==> config.mk <==
export PLATFORM = sky130hd
export DESIGN_NAME = divide_datapath
export DESIGN_NICKNAME = d
export VERILOG_FILES = /design/src/rtl/div_pkg.sv /design/src/rtl/divide_datapath_trial_subtractor.sv /design/src/rtl/divide_datapath.sv
export SDC_FILE = /design/constraint.sdc
export NUM_CORES = 1
export LEC_CHECK = 0
export CAP_MARGIN = 20
export CORE_MARGIN = 2
export CORE_UTILIZATION = 49
export DETAILED_ROUTE_END_ITERATION = 6
export GPL_TIMING_DRIVEN = 0
export PLACE_DENSITY = 0.82
export SYNTH_ARGS = -nofsm -noshare
export SYNTH_HDL_FRONTEND = slang
export SYNTH_HIERARCHICAL = 1
export SYNTH_SLANG_ARGS = --single-unit
export TNS_END_PERCENT = 30
==> constraint.sdc <==
create_clock -name clock -period 5.1 [get_ports clock]
set_input_delay 0.765 -clock clock [delete_from_list [all_inputs] [get_ports clock]]
set_output_delay 0.765 -clock clock [all_outputs]
set_load 0.01 [all_outputs]
==> src/rtl/div_pkg.sv <==
// Shared definitions for the shift-subtract divider datapath and its controller.
// Controller state encodings live here so benches can label divider phases.
package div_pkg;

    localparam int DIV_WIDTH = 4;

    typedef enum logic [3:0] {
        S0 = 4'd0,
        S1 = 4'd1,
        S2 = 4'd2,
        S3 = 4'd3,
        S4 = 4'd4
    } ctrl_state_t;

endpackage

==> src/rtl/divide_datapath_trial_subtractor.sv <==
// Combinational trial subtraction for the restoring divider.
// Borrow out of the extended subtract flags a negative difference.
module trial_subtractor #(
    parameter int WIDTH = div_pkg::DIV_WIDTH
) (
    input  logic [WIDTH:0]   minuend,
    input  logic [WIDTH:0]   subtrahend,
    output logic [WIDTH-1:0] diff,
    output logic             borrow
);

    logic [WIDTH:0] full;

    assign full   = minuend - subtrahend;
    assign diff   = full[WIDTH-1:0];
    assign borrow = full[WIDTH];

endmodule

==> src/rtl/divide_datapath.sv <==
// Operand/remainder datapath for the restoring divider, driven by controller strobes.
// Optional DIVZERO_GUARD_EN adds a sticky div_zero flag and forces comp high on /0.
module divide_datapath
    import div_pkg::*;
#(
    parameter int WIDTH = DIV_WIDTH
) (
    input  logic             clock,
    input  logic             reset,
    input  logic             START,
    input  logic             SHIFT,
    input  logic             LOAD,
    input  logic             DONE,
    input  logic [WIDTH-1:0] dividend,
    input  logic [WIDTH-1:0] divisor,
    output logic             comp,
    output logic             busy,
    output logic [WIDTH-1:0] quotient,
    output logic [WIDTH-1:0] remainder,
    output logic             result_valid,
    output logic             proto_err
`ifdef DIVZERO_GUARD_EN
    ,
    output logic             div_zero
`endif
);

    logic [WIDTH-1:0] quo;
    logic [WIDTH-1:0] rem;
    logic [WIDTH-1:0] dvs;
    logic             done_q;
    logic [WIDTH:0]   trial;
    logic [WIDTH-1:0] diff;
    logic             borrow;

    // During SHIFT the trial looks ahead at the value about to be shifted in
    assign trial = SHIFT ? {rem, quo[WIDTH-1]} : {1'b0, rem};

    trial_subtractor #(
        .WIDTH(WIDTH)
    ) u_sub (
        .minuend   (trial),
        .subtrahend({1'b0, dvs}),
        .diff      (diff),
        .borrow    (borrow)
    );

`ifdef DIVZERO_GUARD_EN
    assign comp = borrow | div_zero;
`else
    assign comp = borrow;
`endif

    assign quotient  = quo;
    assign remainder = rem;

    always_ff @(posedge clock) begin
        if (reset) begin
            quo          <= '0;
            rem          <= '0;
            dvs          <= '0;
            busy         <= 1'b0;
            done_q       <= 1'b0;
            result_valid <= 1'b0;
            proto_err    <= 1'b0;
`ifdef DIVZERO_GUARD_EN
            div_zero     <= 1'b0;
`endif
        end else begin
            done_q       <= DONE;
            result_valid <= DONE & ~done_q;
            if (START && !busy) begin
                quo  <= dividend;
                rem  <= '0;
                dvs  <= divisor;
                busy <= 1'b1;
`ifdef DIVZERO_GUARD_EN
                div_zero <= (divisor == '0);
`endif
            end else if (busy) begin
                if (DONE && !done_q) begin
                    busy <= 1'b0;
                end
                if (SHIFT && LOAD) begin
                    proto_err <= 1'b1;
                end else if (SHIFT) begin
                    {rem, quo} <= {rem, quo} << 1;
                end else if (LOAD) begin
                    rem    <= diff;
                    quo[0] <= 1'b1;
                end
            end
        end
    end

endmodule

# After elaboration in Yosys (flattened, before gate mapping)
# Cells that the tools add are included.
# W data, S select, Z words.
# word_totals
regBits,16
latchBits,0
mem_bits_rw,0
mem_bits_ro,0
in_bits,14
output_inout_bits,12
mem_count,0
# classes
addsub,1
mul,0
div_mod_pow,0
n_lt_le_gt_ge,0
n_eq_ne,1
shifts,0
mux,12
bitwise,4
n_reduce_logical,14
# op_table
operator,count
$mux W4,5
$reduce_and A3 Y1,4
$reduce_bool A2 Y1,3
$mux W1,5
$mux W5,1
$sub A5 B4 Y5,1
$logic_and A1 B1 Y1,3
$mux W3,1
$not A1 Y1,3
$reduce_bool A3 Y1,1
$logic_not A1 Y1,2
$ne A2 B2 Y1 const B,1
$reduce_or A2 Y1,1
$and A1 B1 Y1,1

# Logic depth before layout (Yosys ltp)
# Gate-level depths: netlist of run 1.
# depth
ltp_word,5
depth_mapped,9

# Cells and area by module
# Netlist of run 1, hierarchy kept.
# modules_own_cells
module,instances,cells_per_inst,area_each_um2,seq_area_each_um2
divide_datapath,1,82,735.7,320.3
trial_subtractor,1,19,157.7,0.0

# Worst setup path before layout of run 1
# OpenSTA, ideal clock, no wires.
# synth_path
path_type,input-to-output
start,input SHIFT
end,output comp
arrival_time_ns,2.141
slack_ns,2.194
path_stages,9
n_path_buf,0
path_cell_list,and2_1 -> a21o_1 -> inv_1 -> ha_1 -> inv_1 -> fa_1 -> a21o_1 -> a21oi_2 -> xnor2_1
# synth_between
elab_chain_cells,2
# synth_rtl
element,line,text
from (decl),divide_datapath.sv:11,"input logic SHIFT,"
$mux W5,divide_datapath.sv:37,"assign trial = SHIFT ? {rem, quo[WIDTH-1]} : {1'b0, rem};"
net trial[0],divide_datapath.sv:32,logic [WIDTH:0] trial;
$sub A5 B4 Y5,divide_datapath_trial_subtractor.sv:14,assign full = minuend - subtrahend;
to (decl),divide_datapath.sv:16,"output logic comp,"
# The timed path passes the listed nets, and every way through them passes these cells.

# Final worst setup path of run 1
# Same ends and word-level chain as after synthesis.

==> run summary, run 1 <==
Pwr Density = 252.2 nW/um^2
WL/cell = 11.93 um
Multi-input gate area = 520.5 sq um
part of the power in registers = 45.2%
Hold Fails Final Rpt = 0
Clk pwr share = 27.1%
Sw Ratio = 27.25%
Cell Int Power = 222.2 uW
Setup WS pre-CTS = 836.6 ps
final net count = 152
number of remaining DRC errors = 0
n_diodes = 0
H-Tree Depth = 1
maximum clock rate = 234.2 MHz
WS Path Type = input pin to output pin
Starting Density = 51.74%
fin crit period = 4269 ps
initial antenna violation count = 0
vias in the first global route = 714
Gate power share = 27.7%
Yosys reg bits = 16
Max VDD drop = 0.1850 mV
CORE AREA = 1727 sq um
Initial DRC Count = 7
commonest non-fill, non-tap cell in the layout = clkdlybuf4s50_1
Syn Area/Cell = 8.845 sq um
via count = 782
Netlist cell types = 27
syn nets = 122
clk sinks = 16
worst clock skew = 2.140 ps
Final setup viols = 0
WP data arrival = 3500 ps
clock-pin transition on the worst setup and hold timing paths = 90 ps
RSZ-0062 raised after global routing = false
final worst slack = 830.8 ps
Area growth syn-to-layout = 35.57%
fraction of layout cells with a size suffix above 1 = 8.462%
CP Capture Type = output pin
global placer's final weighted congestion = 0.8564
Worst Path Required = 4340 ps
Die Y = 46.70 um
number of post-CTS setup repair buffers = 0
num ports = 26
Pre-antenna DRT Iters = 4
DP HPWL = 1494 um
antenna viol nets, final = 0
Max Buffers Root-to-Sink = 2
PortBufs = 25
Netlist Area Pre-Place = 893.4 sq um
Vias per Instance = 5.045
Min-Delay Path Class = flop to flop
critical path fanouts, max = 9
CTS tree = built
Storage cell area = 320.3 sq um
global route total overflow = 0
Die Area = 2181 sq um
CP startpoint kind = input pin
warnings from Yosys = 6
Sw Pwr = 83.26 uW
first-pass GRT wire length = 2925 um
Fin Setup TNS = 0 ps
Fill cells = 148
total of max-cap violations = 0
Final Cycle Share = 83.71%
Tot GR Track Use = 19.51%
chip width = 46.70 um
Post-CTS Resized = 0
leakage = 0.0005429 uW
Inserted Clock Buffers = 3
Skew-Pair Late Insertion Delay = 280 ps
Slew Limit Fails = 0
Rows = 15
CTS Root Cell = clkbuf_4
FF-to-FF setup slack = 3150 ps
Mapped Cells = 101
commonest non-fill, non-tap cells in the layout = clkdlybuf4s50_1, dfxtp_1, a21oi_1
Post-CTS Hold Buffers = 0
status = completed
Routed WL = 1849 um
largest net degree at the start of global routing = 11
register area share after synthesis = 35.85%
[power groups by stage]
stage / Sequential, uW / Combinational [uW] / Clock [uW]
6_report: 138 / 84.6 / 82.7
5_1_grt: 139 / 92.6 / 92.5
4_1_cts: 138 / 85.0 / 85.4
3_5_place_dp: 141 / 84.6 / 0
3_3_place_gp: 141 / 81.0 / 0
2_1_floorplan: 143 / 46.1 / 0
[flip-flops by register name, summed over array words and instances, names as in the netlist]
name	cells
quotient	4
remainder	4
result_valid	1
done_q	1
busy	1
dvs	4
proto_err	1
[worst max-delay path, stage by stage]
cell and delay, ps:
clkdlybuf4s50_1 700, inv_2 150, a21o_1 200, inv_1 50, ha_1 130, inv_1 60
fa_1 400, a21o_1 190, a21oi_2 150, xnor2_1 140, clkdlybuf4s50_1 550
[through the flow]
| stage | utilization [%] | cell area [sq um] | instances | power, uW | hold WS (ps) |
|---|---|---|---|---|---|
| after CTS | 70.14 | 1211 | 155 | 308.5 | 462.1 |
| after floorplan | - | 893.4 | 101 | 188.8 | 436.3 |
| after global routing | 70.14 | 1211 | 155 | 324.3 | 492.8 |
| after global placement | 68.04 | 1175 | 151 | 221.8 | 446.9 |
| after detailed placement | 68.04 | 1175 | 151 | 225.7 | 448.4 |
| final | 70.14 | 1211 | 155 | 305.5 | 461.2 |
[final cells by class]
type / count / share of cell area, %
inverters: 8 / 2.479
plain buffers: 3 / 1.860
well taps: 25 / 2.583
flip-flops and latches: 16 / 26.45
multi-input cells: 74 / 42.98
repair buffers: 25 / 20.66
clock buffers: 4 / 2.996
[final timing paths]
path	end	start	depth (start not counted)
min	dvs[2]	dvs[2]	2
max reg2reg	remainder[3]	remainder[1]	8
max	comp	SHIFT	11
min reg2reg	dvs[2]	dvs[2]	2
[layer usage]
layer / global-route usage [%] / vias up / wire length, um
met3: 4.706 / 4 / 70
met4: 10.00 / 0 / 34
li1: - / 405 / -
met2: 32.22 / 19 / 904
met5: 0 / - / 0
met1: 23.47 / 354 / 841
[logic make-up (layout without fill, tap and decap cells)]
| logic type | count (synthesis) | after routing | share of synthesized area, % |
|---|---|---|---|
| DFF | 16 | 16 | 35.85 |
| and+or+nand+nor | 32 | 32 | 20.03 |
| xor gates and xnor gates | 4 | 4 | 3.922 |
| AOI/OAI and AO/OA | 27 | 27 | 19.89 |
| muxes | 3 | 3 | 3.361 |
| buffers and inverters | 11 | 40 | 5.882 |
| adders and majority gates | 7 | 7 | 10.64 |
| other | 1 | 1 | 0.4198 |
[cell usage after synthesis]
| cell | instances | area share, % |
|---|---|---|
| a31oi_1 | 1 | 0.70 |
| o21bai_1 | 1 | 0.84 |
| a21o_1 | 6 | 5.0 |
| inv_2 | 1 | 0.42 |
| conb_1 | 1 | 0.42 |
| nor3b_2 | 1 | 1.4 |
| a21oi_2 | 1 | 0.98 |
| nand3b_4 | 1 | 2.2 |
| and2_1 | 5 | 3.5 |
| dfxtp_1 | 16 | 36 |
| nor2_1 | 6 | 2.5 |
| a21oi_1 | 10 | 5.6 |
| nor2b_1 | 1 | 0.70 |
| ha_1 | 6 | 8.4 |
| buf_4 | 1 | 0.84 |
| xor2_1 | 1 | 0.98 |
| nor3_1 | 5 | 2.8 |
| nand2_1 | 9 | 3.8 |
| nand2b_1 | 3 | 2.1 |
| nor2b_2 | 1 | 0.98 |
| fa_1 | 1 | 2.2 |
| clkbuf_1 | 1 | 0.42 |
| a211oi_1 | 8 | 6.7 |
| inv_1 | 7 | 2.9 |
| mux2i_1 | 3 | 3.4 |
| buf_6 | 1 | 1.3 |
| xnor2_1 | 3 | 2.9 |
No activity file was read; power rests on OpenSTA's default activity.
==> inputs of run 2 (changes only) <==
--- a/config.mk
+++ b/config.mk
@@ -7,10 +7,10 @@
 export LEC_CHECK = 0
 export CAP_MARGIN = 20
 export CORE_MARGIN = 2
-export CORE_UTILIZATION = 49
+export CORE_UTILIZATION = 46
 export DETAILED_ROUTE_END_ITERATION = 6
 export GPL_TIMING_DRIVEN = 0
-export PLACE_DENSITY = 0.82
+export PLACE_DENSITY = 0.78
 export SYNTH_ARGS = -nofsm -noshare
 export SYNTH_HDL_FRONTEND = slang
 export SYNTH_HIERARCHICAL = 1
==> constraint.sdc (replaced) <==
create_clock -name clock -period 4.3 [get_ports clock]
set_input_delay 0.645 -clock clock [delete_from_list [all_inputs] [get_ports clock]]
set_output_delay 0.645 -clock clock [all_outputs]
set_load 0.01 [all_outputs]
==> run 2 against run 1 <==
- setup slack got worse by 490 ps
- power grew 19%
- worst hold slack improved by 4.8 ps
- utilization fell by 2.2 points
- flip-flop and latch count is the same
- die area rose by 6.0%
- sequential power increased by 19%
- cell area is the same
- clock power up 22%
==> run summary, run 2 (same netlist as run 1, synthesis figures left out) <==
Pre-antenna DRT Iters = 4
Skew-Pair Late Insertion Delay = 290 ps
reg2reg path depth = 8
number of remaining DRC errors = 0
final net count = 152
clk sinks = 16
Max Buffers Root-to-Sink = 2
PortBufs = 25
Max VDD drop = 0.2587 mV
reg-to-reg startpoint = remainder[1]
first-pass GRT wire length = 3042 um
num ports = 26
H-Tree Depth = 1
CTS tree = built
commonest non-fill, non-tap cell in the layout = clkdlybuf4s50_1
Tot GR Track Use = 19.43%
Inserted Clock Buffers = 3
Area growth syn-to-layout = 35.57%
vias in the first global route = 717
DP Area = 1175 sq um
Starting Density = 50.11%
critical path fanouts, max = 9
global placer's final weighted congestion = 0.8508
antenna viol nets, final = 0
Clk pwr share = 27.8%
CTS Root Cell = clkbuf_4
CP Capture Type = output pin
CP startpoint kind = input pin
Cell Chain, Critical Path = clkdlybuf4s50_1 -> inv_2 -> a21o_1 -> inv_1 -> ha_1 -> inv_1 -> fa_1 -> a21o_1 -> a21oi_2 -> xnor2_1 -> clkdlybuf4s50_1
Max stage delay cell, worst path = clkdlybuf4s50_1
Sw Pwr = 98.88 uW
Die Area = 2311 sq um
largest net degree at the start of global routing = 11
Initial DRC Count = 9
Gate power share = 27.0%
total of max-cap violations = 0
Slew Limit Fails = 0
Min-Delay Path Class = flop to flop
worst clock skew = 0.6219 ps
Pwr Density = 299.3 nW/um^2
Worst Path Required = 3650 ps
clock-pin transition on the worst setup and hold timing paths = 90 ps
part of the power in registers = 45.2%
Vias per Instance = 4.865
fin crit period = 3957 ps
fraction of layout cells with a size suffix above 1 = 8.462%
maximum clock rate = 252.7 MHz
Die Y = 48.07 um
Crit. Startpoint = SHIFT
number of post-CTS setup repair buffers = 0
total power = 362.5 uW
FF-to-FF setup slack = 2420 ps
r2r endpoint = remainder[3]
chip width = 48.07 um
Final Cycle Share = 92.02%
RSZ-0062 raised after global routing = false
Fin Setup TNS = 0 ps
n_diodes = 0
Rows = 15
DP HPWL = 1424 um
leakage = 0.0005429 uW
Post-Layout Cell Count = 155
initial antenna violation count = 0
Worst Setup EP = comp
CORE AREA = 1783 sq um
Post-CTS Hold Buffers = 0
Cell Int Power = 263.6 uW
commonest non-fill, non-tap cells in the layout = clkdlybuf4s50_1, dfxtp_1, a21oi_1
status = completed
WL/cell = 11.36 um
WS Path Type = input pin to output pin
Sw Ratio = 27.28%
global route total overflow = 0
Final setup viols = 0
Worst Hold Depth = 2
Routed WL = 1761 um
CP peak stage delay = 690 ps
Fill cells = 147
Post-CTS Resized = 0
WP data arrival = 3310 ps
fin area = 1211 sq um
Hold Fails Final Rpt = 0
via count = 754
DP Cell Count = 151
[run 2: cell counts in the layout (fill, tap and decap cells not counted)]
No cell type changed its count.
[run 2: final cells by class]
cell class	instances	area, sq um	area share [%]
repair buffers	25	250.2	20.66
flip-flops and latches	16	320.3	26.45
inverters	8	30.03	2.479
well taps	25	31.28	2.583
clock buffers	4	36.28	2.996
plain buffers	3	22.52	1.860
multi-input cells	74	520.5	42.98
[run 2: metal layers]
layer	track usage (%)	wire, um
met2	31.20	831
met4	9.730	25
met5	0	0
met1	24.26	848
met3	4.528	56
[run 2: per-stage QoR]
step | setup slack, ps | util [%] | hold WS, ps
6_report | 343.3 | 67.93 | 466.0
4_1_cts | 316.5 | 67.93 | 471.7
5_1_grt | 174.8 | 67.93 | 492.3
2_1_floorplan | 1634 | - | 436.3
3_3_place_gp | 333.1 | 65.89 | 447.2
3_5_place_dp | 318.4 | 65.89 | 457.7
[run 2: power by group through the flow]
stage	clock [uW]	sequential [uW]	combinational (uW)
floorplan	0	169	54.7
global placement	0	167	96.7
detailed placement	0	167	98.5
CTS	106	164	98.9
global route	110	165	109
finish	101	164	98.0
[run 2: worst min-delay path by stage]
stage	from	endpoint	slack (ps)
5_1_grt	dvs[1]	dvs[1]	490
4_1_cts	dvs[1]	dvs[1]	470
3_3_place_gp	proto_err	proto_err	450
2_1_floorplan	dvs[1]	dvs[1]	440
3_5_place_dp	dvs[1]	dvs[1]	460
6_report	dvs[1]	dvs[1]	470
[run 2: worst max-delay path, delay by kind of cell]
family	cells	cell delay (ps)
adders and majority gates	2	520
buffers and inverters	5	1490
xor gates and xnor gates	1	120
AOI/OAI and AO/OA	3	520
==> inputs of run 3 (changes only) <==
--- a/config.mk
+++ b/config.mk
@@ -11,6 +11,7 @@
 export DETAILED_ROUTE_END_ITERATION = 6
 export GPL_TIMING_DRIVEN = 0
 export PLACE_DENSITY = 0.78
+export SLEW_MARGIN = 10
 export SYNTH_ARGS = -nofsm -noshare
 export SYNTH_HDL_FRONTEND = slang
 export SYNTH_HIERARCHICAL = 1
==> results of run 3 <==
Final layout, timing and power as in run 2 (identical DEF).
